## config.mk

```make
export PLATFORM = sky130hd
export DESIGN_NAME = uart_rx_front
export DESIGN_NICKNAME = d
export VERILOG_FILES = /design/src/rtl/uart_rx_front.sv
export SDC_FILE = /design/constraint.sdc
export NUM_CORES = 1
export LEC_CHECK = 0
export CAP_MARGIN = 0
export CORE_MARGIN = 10
export CORE_UTILIZATION = 58
export DETAILED_ROUTE_END_ITERATION = 10
export GPL_TIMING_DRIVEN = 0
export PLACE_DENSITY = 0.76
export SKIP_LAST_GASP = 1
export SYNTH_ARGS = -nofsm -noshare
export SYNTH_HDL_FRONTEND = slang
export SYNTH_SLANG_ARGS = --single-unit
```

## constraint.sdc

```tcl
create_clock -name clk -period 3.3 [get_ports clk]
set_input_delay 0.495 -clock clk [delete_from_list [all_inputs] [get_ports clk]]
set_output_delay 0.495 -clock clk [all_outputs]
set_load 0.02 [all_outputs]
```

## src/rtl/uart_rx_front.sv

```systemverilog
// UART 8N1 receiver front end: 2-flop synchronizer, mid-bit sampling FSM and byte FIFO.
// Optional even-parity framing is enabled by defining UART_RX_PARITY_EN.
module uart_rx_front #(
  parameter int CLKS_PER_BIT = 16,
  parameter int FIFO_DEPTH   = 4
) (
  input  logic                          clk,
  input  logic                          rst,
  input  logic                          ena,
  input  logic                          rx,
  output logic [7:0]                    m_data,
  output logic                          m_valid,
  input  logic                          m_ready,
  output logic [$clog2(FIFO_DEPTH):0]   fifo_count,
  output logic                          frame_err,
  output logic                          overflow
);

  localparam int TW = $clog2(CLKS_PER_BIT);
  localparam int PW = $clog2(FIFO_DEPTH);
  localparam int CW = PW + 1;
  localparam logic [TW-1:0] HALF_TICKS = TW'(CLKS_PER_BIT / 2 - 1);
  localparam logic [TW-1:0] FULL_TICKS = TW'(CLKS_PER_BIT - 1);

  typedef enum logic [2:0] {
    S_IDLE,
    S_START,
    S_DATA,
`ifdef UART_RX_PARITY_EN
    S_PARITY,
`endif
    S_STOP,
    S_BREAK
  } state_t;

  state_t          state_q, state_d;
  logic            rx_meta_q, rx_meta_d;
  logic            rxs_q, rxs_d;
  logic [TW-1:0]   tick_q, tick_d;
  logic [2:0]      idx_q, idx_d;
  logic [7:0]      shift_q, shift_d;
  logic [7:0]      mem_q [FIFO_DEPTH];
  logic [7:0]      mem_d [FIFO_DEPTH];
  logic [PW-1:0]   wr_ptr_q, wr_ptr_d;
  logic [PW-1:0]   rd_ptr_q, rd_ptr_d;
  logic [CW-1:0]   count_q, count_d;
  logic            frame_err_q, frame_err_d;
  logic            overflow_q, overflow_d;
`ifdef UART_RX_PARITY_EN
  logic            par_err_q, par_err_d;
`endif

  logic push, pop, full, push_ok, tick_zero;

  always_comb begin
    state_d     = state_q;
    rx_meta_d   = rx;
    rxs_d       = rx_meta_q;
    tick_d      = tick_q;
    idx_d       = idx_q;
    shift_d     = shift_q;
    mem_d       = mem_q;
    wr_ptr_d    = wr_ptr_q;
    rd_ptr_d    = rd_ptr_q;
    count_d     = count_q;
    frame_err_d = 1'b0;
    overflow_d  = 1'b0;
    push        = 1'b0;
`ifdef UART_RX_PARITY_EN
    par_err_d   = par_err_q;
`endif
    tick_zero   = (tick_q == '0);

    unique case (state_q)
      S_IDLE: begin
        if (!rxs_q) begin
          state_d = S_START;
          tick_d  = HALF_TICKS;
        end
      end
      S_START: begin
        if (!tick_zero) begin
          tick_d = tick_q - TW'(1);
        end else if (rxs_q) begin
          state_d = S_IDLE;
        end else begin
          state_d = S_DATA;
          tick_d  = FULL_TICKS;
          idx_d   = '0;
        end
      end
      S_DATA: begin
        if (!tick_zero) begin
          tick_d = tick_q - TW'(1);
        end else begin
          shift_d = {rxs_q, shift_q[7:1]};
          tick_d  = FULL_TICKS;
          idx_d   = idx_q + 3'(1);
          if (idx_q == 3'd7) begin
`ifdef UART_RX_PARITY_EN
            state_d = S_PARITY;
`else
            state_d = S_STOP;
`endif
          end
        end
      end
`ifdef UART_RX_PARITY_EN
      S_PARITY: begin
        if (!tick_zero) begin
          tick_d = tick_q - TW'(1);
        end else begin
          par_err_d = rxs_q ^ (^shift_q);
          tick_d    = FULL_TICKS;
          state_d   = S_STOP;
        end
      end
`endif
      S_STOP: begin
        if (!tick_zero) begin
          tick_d = tick_q - TW'(1);
        end else begin
`ifdef UART_RX_PARITY_EN
          if (rxs_q && !par_err_q) push = 1'b1;
          else                     frame_err_d = 1'b1;
`else
          if (rxs_q) push = 1'b1;
          else       frame_err_d = 1'b1;
`endif
          state_d = rxs_q ? S_IDLE : S_BREAK;
        end
      end
      S_BREAK: begin
        if (rxs_q) state_d = S_IDLE;
      end
      default: state_d = S_IDLE;
    endcase

    // Disabling abandons any partial frame but leaves buffered bytes drainable.
    if (!ena) begin
      state_d     = S_IDLE;
      push        = 1'b0;
      frame_err_d = 1'b0;
    end

    full    = (count_q == CW'(FIFO_DEPTH));
    pop     = (count_q != '0) && m_ready;
    push_ok = push && (!full || pop);

    if (push && !push_ok) overflow_d = 1'b1;
    if (push_ok) begin
      mem_d[wr_ptr_q] = shift_q;
      wr_ptr_d        = wr_ptr_q + PW'(1);
    end
    if (pop) rd_ptr_d = rd_ptr_q + PW'(1);

    unique case ({push_ok, pop})
      2'b10:   count_d = count_q + CW'(1);
      2'b01:   count_d = count_q - CW'(1);
      default: count_d = count_q;
    endcase
  end

  always_ff @(posedge clk) begin
    if (rst) begin
      state_q     <= S_IDLE;
      rx_meta_q   <= 1'b1;
      rxs_q       <= 1'b1;
      tick_q      <= '0;
      idx_q       <= '0;
      shift_q     <= '0;
      mem_q       <= '{default: '0};
      wr_ptr_q    <= '0;
      rd_ptr_q    <= '0;
      count_q     <= '0;
      frame_err_q <= 1'b0;
      overflow_q  <= 1'b0;
`ifdef UART_RX_PARITY_EN
      par_err_q   <= 1'b0;
`endif
    end else begin
      state_q     <= state_d;
      rx_meta_q   <= rx_meta_d;
      rxs_q       <= rxs_d;
      tick_q      <= tick_d;
      idx_q       <= idx_d;
      shift_q     <= shift_d;
      mem_q       <= mem_d;
      wr_ptr_q    <= wr_ptr_d;
      rd_ptr_q    <= rd_ptr_d;
      count_q     <= count_d;
      frame_err_q <= frame_err_d;
      overflow_q  <= overflow_d;
`ifdef UART_RX_PARITY_EN
      par_err_q   <= par_err_d;
`endif
    end
  end

  assign m_data     = mem_q[rd_ptr_q];
  assign m_valid    = (count_q != '0);
  assign fifo_count = count_q;
  assign frame_err  = frame_err_q;
  assign overflow   = overflow_q;

endmodule

```

==> run_results.csv, run 1 <==
group,metric,value,unit
timing,final.period_utilization,0.876,
finish,final_nets,323,
placement,io_buffers,17,
placement,routabilityCongestion,0.885,
floorplan,die_h,89.2,microns
drt,wire_per_inst,15.6,microns
yosys,yosysSeqAreaShare,0.439,
clocking,cts_setup_buffers,0,
drt,vias_per_cell,5.62,
power,power_leakage,1.06,nW
outcome,outcome,"complete, no violations",
floorplan,die_area,7960,sq um
setup_path,crit_path_max_fanout,10,
global_route,antenna_found_initial,0,
timing,rsz0062_at_grt,"no",
drt,drt_pass1_iterations,4,
timing,slew_headroom,0.445,
timing,maxSlewViolCount,0,
yosys,syn-instance-count,280,
placement,preCtsSetupSlack,-301,ps
setup_path,cp.arrival,2400,ps
finish,layout-drive-gt1-share,0.125,
setup_path,crit_path_start_kind,"register",
clocking,ctsResizeCount,0,
setup_path,rr_worst_depth,12,
floorplan,num_rows,25,
setup_path,worst-r2r-setup-slack,440,ps
clocking,cts_tree,"done",
clocking,clock_latency,350,ps
yosys,synthDistinctLibCells,38,
setup_path,r2r_end,"fifo_count[2]$_SDFFE_PP0P_",
floorplan,fp.dieW,89.2,microns
timing,setup_violations,0,
drt,drtIter0Drc,75,
setup_path,crit_type,"register to output port",
clocking,cts-buffers-inserted,9,
finish,antenna_cells,0,
yosys,synth_nets,295,
drt,routed_wl,5710,microns
yosys,synth_area,2780,sq um
floorplan,core-area,4690,sq um
drt,remaining_drc_errors,0,
setup_path,r2r_start,"tick_q[0]$_SDFFE_PP0P_",
floorplan,num_io_pins,19,
timing,finalHoldViolations,0,
clocking,cts_max_level,3,
yosys,synthFlopType,"dfxtp_1",
global_route,grt_overflow_total,0,
power,powerDensity,462,nW/um^2
yosys,yosysWarnings,0,
clocking,postCtsHoldBufs,0,
timing,fin_ws,410,ps
finish,area_growth_syn_to_layout,16.2,%
global_route,grt_pass1_wl,9670,microns
drt,num_vias,2062,
placement,post-dp-hpwl,3900,microns
setup_path,cp.required,2800,ps
timing,clock.fmax,0.346,GHz
clocking,cts_root_buffer,"clkbuf_8",
setup_path,critPathCaptureType,"output port",
setup_path,endpoint,"m_data[0]",
global_route,grt_use_total,0.159,
yosys,ys_ff_latch,61,
yosys,async_flop_share,0,
min_path,hold_class,"register to register",
yosys,synth_edf_count,0,
finish,final_core_util,0.689,
timing,worstMarginPinSlew,827,ps
timing,finClkSkew,10.7,ps
timing,layout_min_cycle_time,2890,ps
power,worst_ir_drop_vdd,258,uV
clocking,clkSinkCount,61,
yosys,syn_area_per_cell,9.93,sq um
global_route,grt_max_degree,13,
clocking,clockBufferDepth,2,
flow_run,drv_cap,0,
global_route,grt_pass1_vias,1983,
floorplan,start_util,0.593,
clocking,clkSlewWorstSetupHoldPaths,70,ps
drt,drtAntennaViolNets,0,
setup_path,critPathLaunch,"rd_ptr_q[0]$_SDFFE_PP0P_",
-- layout by cell type (no fill, tap or decap), types with 3 or more instances in the layout --
| cell type | netlist | layout |
|---|---|---|
| o21ai_0 | 5 | 5 |
| nand3_1 | 4 | 4 |
| clkbuf_1 | 15 | 15 |
| nor2_1 | 47 | 47 |
| dfxtp_1 | 61 | 61 |
| a31oi_1 | 4 | 4 |
| mux2i_1 | 35 | 35 |
| ha_1 | 9 | 9 |
| mux4_2 | 8 | 8 |
| clkdlybuf4s50_1 | 0 | 17 |
| clkinv_4 | 0 | 3 |
| nor3_1 | 3 | 3 |
| a21oi_1 | 15 | 15 |
| nor4_4 | 4 | 4 |
| nand2_1 | 22 | 22 |
| clkbuf_8 | 0 | 9 |
| or3_1 | 3 | 3 |
| or2_2 | 3 | 3 |
| inv_1 | 10 | 10 |
| xor2_1 | 3 | 3 |
-- power by group --
part / total, mW / leakage (nW) / internal [mW] / switching (mW)
sequential: 0.746 / 0.492 / 0.741 / 0.00536
clock: 0.665 / 0.104 / 0.352 / 0.313
combinational: 0.0818 / 0.463 / 0.0313 / 0.0504
total: 1.49 / 1.06 / 1.12 / 0.369
-- cell type report --
class	count	area (sq um)
inverters	10	37.5
flip-flops and latches	61	1220
clock inverters	7	75.1
multi-input cells	193	1470
fillers	390	1460
clock buffers	9	124
repair buffers	17	170
well taps	54	67.6
plain buffers	16	67.6
-- worst min path at each step --
stage	start	to	slack, ps	cells past startpoint
2_1_floorplan	rx_meta_q$_SDFF_PP1_	rxs_q$_SDFF_PP1_	390	1
3_3_place_gp	rx_meta_q$_SDFF_PP1_	rxs_q$_SDFF_PP1_	400	1
3_5_place_dp	rx_meta_q$_SDFF_PP1_	rxs_q$_SDFF_PP1_	410	1
4_1_cts	rx_meta_q$_SDFF_PP1_	rxs_q$_SDFF_PP1_	430	1
5_1_grt	rx_meta_q$_SDFF_PP1_	rxs_q$_SDFF_PP1_	440	1
6_report	rx_meta_q$_SDFF_PP1_	rxs_q$_SDFF_PP1_	420	1
-- cells in the mapped netlist, drive strengths merged (4+ instances only) --
cell type  count  area (sq um)
nor4           6          97.6
mux4           8           180
dfxtp         61          1220
a21oi         15          75.1
ha             9           113
clkbuf        15          56.3
inv           10          37.5
or3            4          26.3
nor2          47           176
nand3          4          20.0
nand2         22          82.6
a31oi          4          25.0
o21ai          5          25.0
mux2i         35           350
-- sequential cells by signal, indices dropped and copies added (netlist names) --
signal / cells
mem_q: 32
shift_q: 8
tick_q: 4
fifo_count: 3
idx_q: 3
state_q: 3
rd_ptr_q: 2
wr_ptr_q: 2
frame_err: 1
overflow: 1
rx_meta_q: 1
rxs_q: 1
-- stage by stage --
stage / hold WS [ps] / TNS [ps] / total power, mW / cells / area, sq um
after floorplan: 389 / 0 / 0.822 / 280 / 2780
after global placement: 402 / -243 / 0.842 / 351 / 3020
after detailed placement: 406 / -388 / 0.844 / 351 / 3020
after CTS: 426 / 0 / 1.51 / 367 / 3220
after global routing: 440 / 0 / 1.55 / 367 / 3230
final: 425 / 0 / 1.49 / 367 / 3230
-- routing by layer --
metal	GRT usage	vias up	wire length, microns
li1	-	1033	-
met1	0.180	977	2430
met2	0.271	39	2850
met3	0.0492	13	303
met4	0.0665	0	129
met5	0	-	0
-- critical path, stage by stage (launching register included) --
cell and delay [ps]:
dfxtp_1 310, clkbuf_1 590, mux4_2 600, clkdlybuf4s50_1 560
-- logic make-up after synthesis --
| group | after synthesis | synth area share |
|---|---|---|
| xor+xnor | 5 | 0.0158 |
| flops | 61 | 0.439 |
| compound gates | 33 | 0.0698 |
| buf+inv | 26 | 0.0378 |
| mux | 43 | 0.191 |
| fa+ha+maj | 10 | 0.0477 |
| simple gates | 102 | 0.199 |
Note: power is estimated with default switching activity, not from simulation.
==> inputs of run 2 (changes only) <==
--- a/config.mk
+++ b/config.mk
@@ -5,9 +5,10 @@
 export SDC_FILE = /design/constraint.sdc
 export NUM_CORES = 1
 export LEC_CHECK = 0
+export ABC_AREA = 1
 export CAP_MARGIN = 0
 export CORE_MARGIN = 10
-export CORE_UTILIZATION = 58
+export CORE_UTILIZATION = 59
 export DETAILED_ROUTE_END_ITERATION = 10
 export GPL_TIMING_DRIVEN = 0
 export PLACE_DENSITY = 0.76
==> run_results.csv, run 2 <==
group,metric,value,unit
placement,io_buffers,18,
global_route,grt_overflow_total,0,
floorplan,start_util,0.601,
clocking,cts-buffers-inserted,9,
setup_path,crit_top_cell,"a21oi_1",
timing,final.period_utilization,0.833,
global_route,grt_use_total,0.169,
drt,routed_wl,6960,microns
timing,rsz0062_at_grt,"no",
drt,remaining_drc_errors,0,
yosys,async_flop_share,0,
finish,top_register,"mem_q",
drt,drtAntennaViolNets,0,
timing,layout_min_cycle_time,2750,ps
timing,finalHoldViolations,0,
yosys,yosysSeqAreaShare,0.403,
drt,wire_per_inst,12.8,microns
yosys,syn-instance-count,439,
setup_path,crit_path_start_kind,"register",
timing,finClkSkew,4.28,ps
global_route,antenna_found_initial,0,
power,powerDensity,524,nW/um^2
floorplan,num_io_pins,19,
clocking,cts_root_buffer,"clkbuf_8",
finish,largest_reg_flops,32,
timing,tns,0,ps
setup_path,path_cells,"inv_1, clkbuf_1, a21oi_1, a21oi_1, clkdlybuf4s50_1",
yosys,synth_area_leader_cell,"dfxtp_1",
yosys,ys_ff_latch,61,
drt,vias_per_cell,4.96,
setup_path,cp.required,2800,ps
yosys,yosys.cell_count.top_type,"nor2_1",
finish,mostFrequentLayoutCells,"nor2_1 (102), nand2_1 (98), dfxtp_1 (61)",
clocking,cts_setup_buffers,0,
setup_path,critPathCaptureType,"output port",
timing,setup_violations,0,
finish,layout-drive-gt1-share,0.0825,
yosys,yosys-top-cells-count,"nor2_1 (102), nand2_1 (98), dfxtp_1 (61)",
yosys,synth_area,3030,sq um
clocking,clock_latency,330,ps
timing,slew_headroom,0.622,
floorplan,die_area,8400,sq um
setup_path,crit_type,"register to output port",
placement,routabilityCongestion,0.832,
yosys,synthDistinctLibCells,23,
timing,worstMarginPinSlew,567,ps
clocking,clockBufferDepth,2,
floorplan,core-area,5040,sq um
yosys,yosysTopAreaCellShare,0.403,
outcome,outcome,"complete, no violations",
yosys,syn_area_per_cell,6.90,sq um
drt,num_vias,2694,
clocking,ctsResizeCount,0,
floorplan,die_h,91.7,microns
yosys,synthFlopType,"dfxtp_1",
global_route,grt_pass1_wl,11700,microns
finish,final_nets,483,
min_path,hold_class,"register to register",
finish,final_common_cell,"nor2_1",
placement,preCtsSetupSlack,693,ps
clocking,clkSinkCount,61,
setup_path,cpPeakStageDelay,640,ps
setup_path,cp.arrival,2260,ps
power,power_leakage,1.76,nW
finish,largest_registers,"mem_q x32, shift_q x8, tick_q x4",
global_route,grt_pass1_vias,2565,
setup_path,crit_path_max_fanout,10,
finish,antenna_cells,0,
clocking,cts_max_level,3,
setup_path,slowest_stage,"clkdlybuf4s50_1",
clocking,cts_tree,"done",
timing,clock.fmax,0.364,GHz
yosys,yosysWarnings,0,
yosys,synth_area_leaders,"dfxtp_1 (40%), nor2_1 (13%), nand2_1 (12%), inv_1 (7.2%), a21oi_1 (6.4%)",
finish,area_growth_syn_to_layout,16.9,%
placement,post-dp-hpwl,4800,microns
drt,drt_pass1_iterations,5,
clocking,clkSlewWorstSetupHoldPaths,70,ps
floorplan,num_rows,26,
global_route,grt_max_degree,11,
floorplan,fp.dieW,91.7,microns
timing,maxSlewViolCount,0,
drt,drtIter0Drc,207,
yosys,synth_edf_count,0,
clocking,postCtsHoldBufs,0,
power,worst_ir_drop_vdd,295,uV
yosys,synth_nets,454,
timing,fin_ws,550,ps
flow_run,drv_cap,0,
run 2: power breakdown:
part / internal [mW] / switching (mW)
Clock: 0.507 / 0.286
Sequential: 0.764 / 0.0340
Combinational: 0.0893 / 0.177
Total: 1.36 / 0.497
run 2: worst paths after layout:
path                                          startpoint                          to  slack, ps  depth (start not counted)
worst max register to register    tick_q[0]$_SDFFE_PP0P_  fifo_count[2]$_SDFFE_PP0P_       1020                         12
worst min register to register      rx_meta_q$_SDFF_PP1_            rxs_q$_SDFF_PP1_        430                          1
worst max-delay path            rd_ptr_q[1]$_SDFFE_PP0P_                   m_data[7]        550                          5
worst min-delay path                rx_meta_q$_SDFF_PP1_            rxs_q$_SDFF_PP1_        430                          1
run 2: layer usage:
metal | global-route usage | vias up | routed length (microns)
met5 | 0 | - | 0
li1 | - | 1414 | -
met1 | 0.202 | 1199 | 3180
met2 | 0.271 | 67 | 3240
met3 | 0.0522 | 14 | 398
met4 | 0.0796 | 0 | 138
run 2: worst max-delay path: cells and delay by family, from the launching register on:
family          cells  cell delay [ps]
flops               1              300
compound gates      2              310
buf+inv             3             1310
run 2: cell type report:
cell class / count / area [sq um]
Multi-Input combinational cell: 306 / 1490
Tap cell: 70 / 87.6
Inverter: 58 / 218
Buffer: 14 / 105
Fill cell: 431 / 1500
Sequential cell: 61 / 1220
Timing Repair Buffer: 18 / 180
Clock buffer: 13 / 179
Clock inverter: 3 / 65.1
run 2: cells by family (layout without fill, tap and decap cells):
logic type,Yosys count,in the layout,synth area share
AO/OA/AOI/OAI,70,70,0.116
adder cells (fa/ha/maj),10,10,0.0438
buffers and inverters,72,106,0.107
flip-flops,61,61,0.403
AND/OR/NAND/NOR,226,226,0.331
run 2: stage by stage:
step           instances   util  hold WS [ps]  power (mW)  area [sq um]
5_1_grt              543  0.702           443        1.94          3540
3_3_place_gp         527  0.654           392        1.07          3300
4_1_cts              543  0.702           431        1.87          3540
3_5_place_dp         527  0.654           412        1.08          3300
2_1_floorplan        439      -           389       0.991          3030
6_report             543  0.702           429        1.86          3540
==> inputs of run 3 (changes only) <==
==> constraint.sdc (replaced) <==
create_clock -name clk -period 2.8 [get_ports clk]
set_input_delay 0.42 -clock clk [delete_from_list [all_inputs] [get_ports clk]]
set_output_delay 0.42 -clock clk [all_outputs]
set_load 0.02 [all_outputs]
==> run_results.csv, run 3 (synthesis results as in run 2) <==
group,metric,value,unit
global_route,grt_max_degree,11,
timing,final.period_utilization,0.957,
floorplan,fp.dieW,91.7,microns
global_route,grt_overflow_total,0,
timing,clock.fmax,0.373,GHz
clocking,cts-buffers-inserted,9,
timing,worstMarginPinSlew,564,ps
setup_path,crit_path_start_kind,"register",
timing,fin_ws,121,ps
floorplan,num_rows,26,
drt,routed_wl,6950,microns
finish,area_growth_syn_to_layout,16.9,%
finish,layout-drive-gt1-share,0.0846,
clocking,postCtsHoldBufs,0,
drt,drtIter0Drc,218,
clocking,cts_root_buffer,"clkbuf_8",
setup_path,crit_path_max_fanout,10,
floorplan,core-area,5040,sq um
timing,rsz0062_at_grt,"no",
drt,route.met2.wl,3230,microns
finish,largest_reg_flops,32,
min_path,hold_class,"register to register",
global_route,grt_pass1_wl,11700,microns
timing,tns,0,ps
timing,slew_headroom,0.624,
placement,io_buffers,18,
finish,final_nets,483,
drt,drt_pass1_iterations,5,
finish,ff_latch_area,1220,sq um
drt,remaining_drc_errors,0,
timing,whs,429,ps
global_route,grt_pass1_vias,2565,
power,total_power,2.19,mW
drt,vias_per_cell,4.96,
finish,multiInputGateArea,1490,sq um
global_route,grt_use_total,0.169,
clocking,clock_latency,330,ps
clocking,clockBufferDepth,2,
power,worst_ir_drop_vdd,348,uV
finish,mostFrequentLayoutCells,"nor2_1 (102), nand2_1 (98), dfxtp_1 (61)",
placement,routabilityCongestion,0.832,
setup_path,crit_type,"register to output port",
placement,post-dp-hpwl,4800,microns
clocking,clkSinkCount,61,
drt,m1WireLength,3170,microns
timing,maxSlewViolCount,0,
timing,finClkSkew,4.95,ps
drt,wire_per_inst,12.8,microns
finish,top_register,"mem_q",
power,powerDensity,618,nW/um^2
finish,nFillCells,432,
floorplan,start_util,0.601,
global_route,antenna_found_initial,0,
drt,highest_layer,"met4",
placement,preCtsSetupSlack,268,ps
clocking,clkSlewWorstSetupHoldPaths,70,ps
clocking,cts_setup_buffers,0,
timing,layout_min_cycle_time,2680,ps
floorplan,die_h,91.7,microns
clocking,cts_tree,"done",
flow_run,drv_cap,0,
finish,final_common_cell,"nor2_1",
setup_path,critPathCaptureType,"output port",
drt,dr_wl_met3,419,microns
timing,finalHoldViolations,0,
timing,setup_violations,0,
clocking,cts_max_level,3,
drt,num_vias,2694,
power,power_leakage,1.76,nW
outcome,outcome,"complete, no violations",
floorplan,die_area,8400,sq um
floorplan,num_io_pins,19,
drt,drtAntennaViolNets,0,
setup_path,cp.required,2380,ps
setup_path,cp.arrival,2260,ps
finish,largest_registers,"mem_q x32, shift_q x8, tick_q x4",
finish,antenna_cells,0,
[run 3: cell count changes in the layout (fill, tap and decap cells not counted), sizes merged]
cell	change
buf	+1
clkbuf	-1
[run 3: layout make-up]
type,count,area share
flip-flops and latches,61,0.345
well taps,70,0.0247
inverters,58,0.0614
clock buffers,13,0.0505
multi-input cells,306,0.419
clock inverters,3,0.0184
repair buffers,18,0.0508
plain buffers,14,0.0300
[run 3: worst max-delay path, stage by stage, from the launching register on]
cell and delay, ps:
dfxtp_1 300, inv_1 190, buf_1 480, a21oi_1 80, a21oi_1 230, clkdlybuf4s50_1 640
[run 3: path summary, 6_finish.rpt]
check | startpoint | end | slack [ps] | cells past startpoint
worst max-delay path | rd_ptr_q[1]$_SDFFE_PP0P_ | m_data[7] | 120 | 5
worst max register to register | tick_q[0]$_SDFFE_PP0P_ | fifo_count[2]$_SDFFE_PP0P_ | 520 | 12
worst min register to register | rx_meta_q$_SDFF_PP1_ | rxs_q$_SDFF_PP1_ | 430 | 1
worst min-delay path | rx_meta_q$_SDFF_PP1_ | rxs_q$_SDFF_PP1_ | 430 | 1
[run 3: stage by stage]
stage,instances,util,area (sq um)
after floorplan,439,-,3030
after global placement,527,0.654,3300
after detailed placement,527,0.654,3300
after CTS,543,0.702,3540
after global routing,543,0.703,3540
final,543,0.703,3540
[run 3: report_power, final]
part           switching [mW]  internal (mW)  leakage (nW)
Clock                   0.337          0.597         0.126
Combinational           0.208          0.106          1.14
Sequential             0.0398          0.900         0.493
Total                   0.585           1.60          1.76
[run 3: per-layer routing]
layer  GRT usage  vias to the layer above
li1            -                     1414
met1       0.202                     1196
met4      0.0796                        0
met5           0                        -
met3      0.0522                       14
met2       0.271                       70
[run 3: what timing repair did]
action | in CTS | in global routing
endpoints found under the setup margin | 0 | 1
gates resized for setup | 0 | 3
hold endpoints to repair | 0 | 0
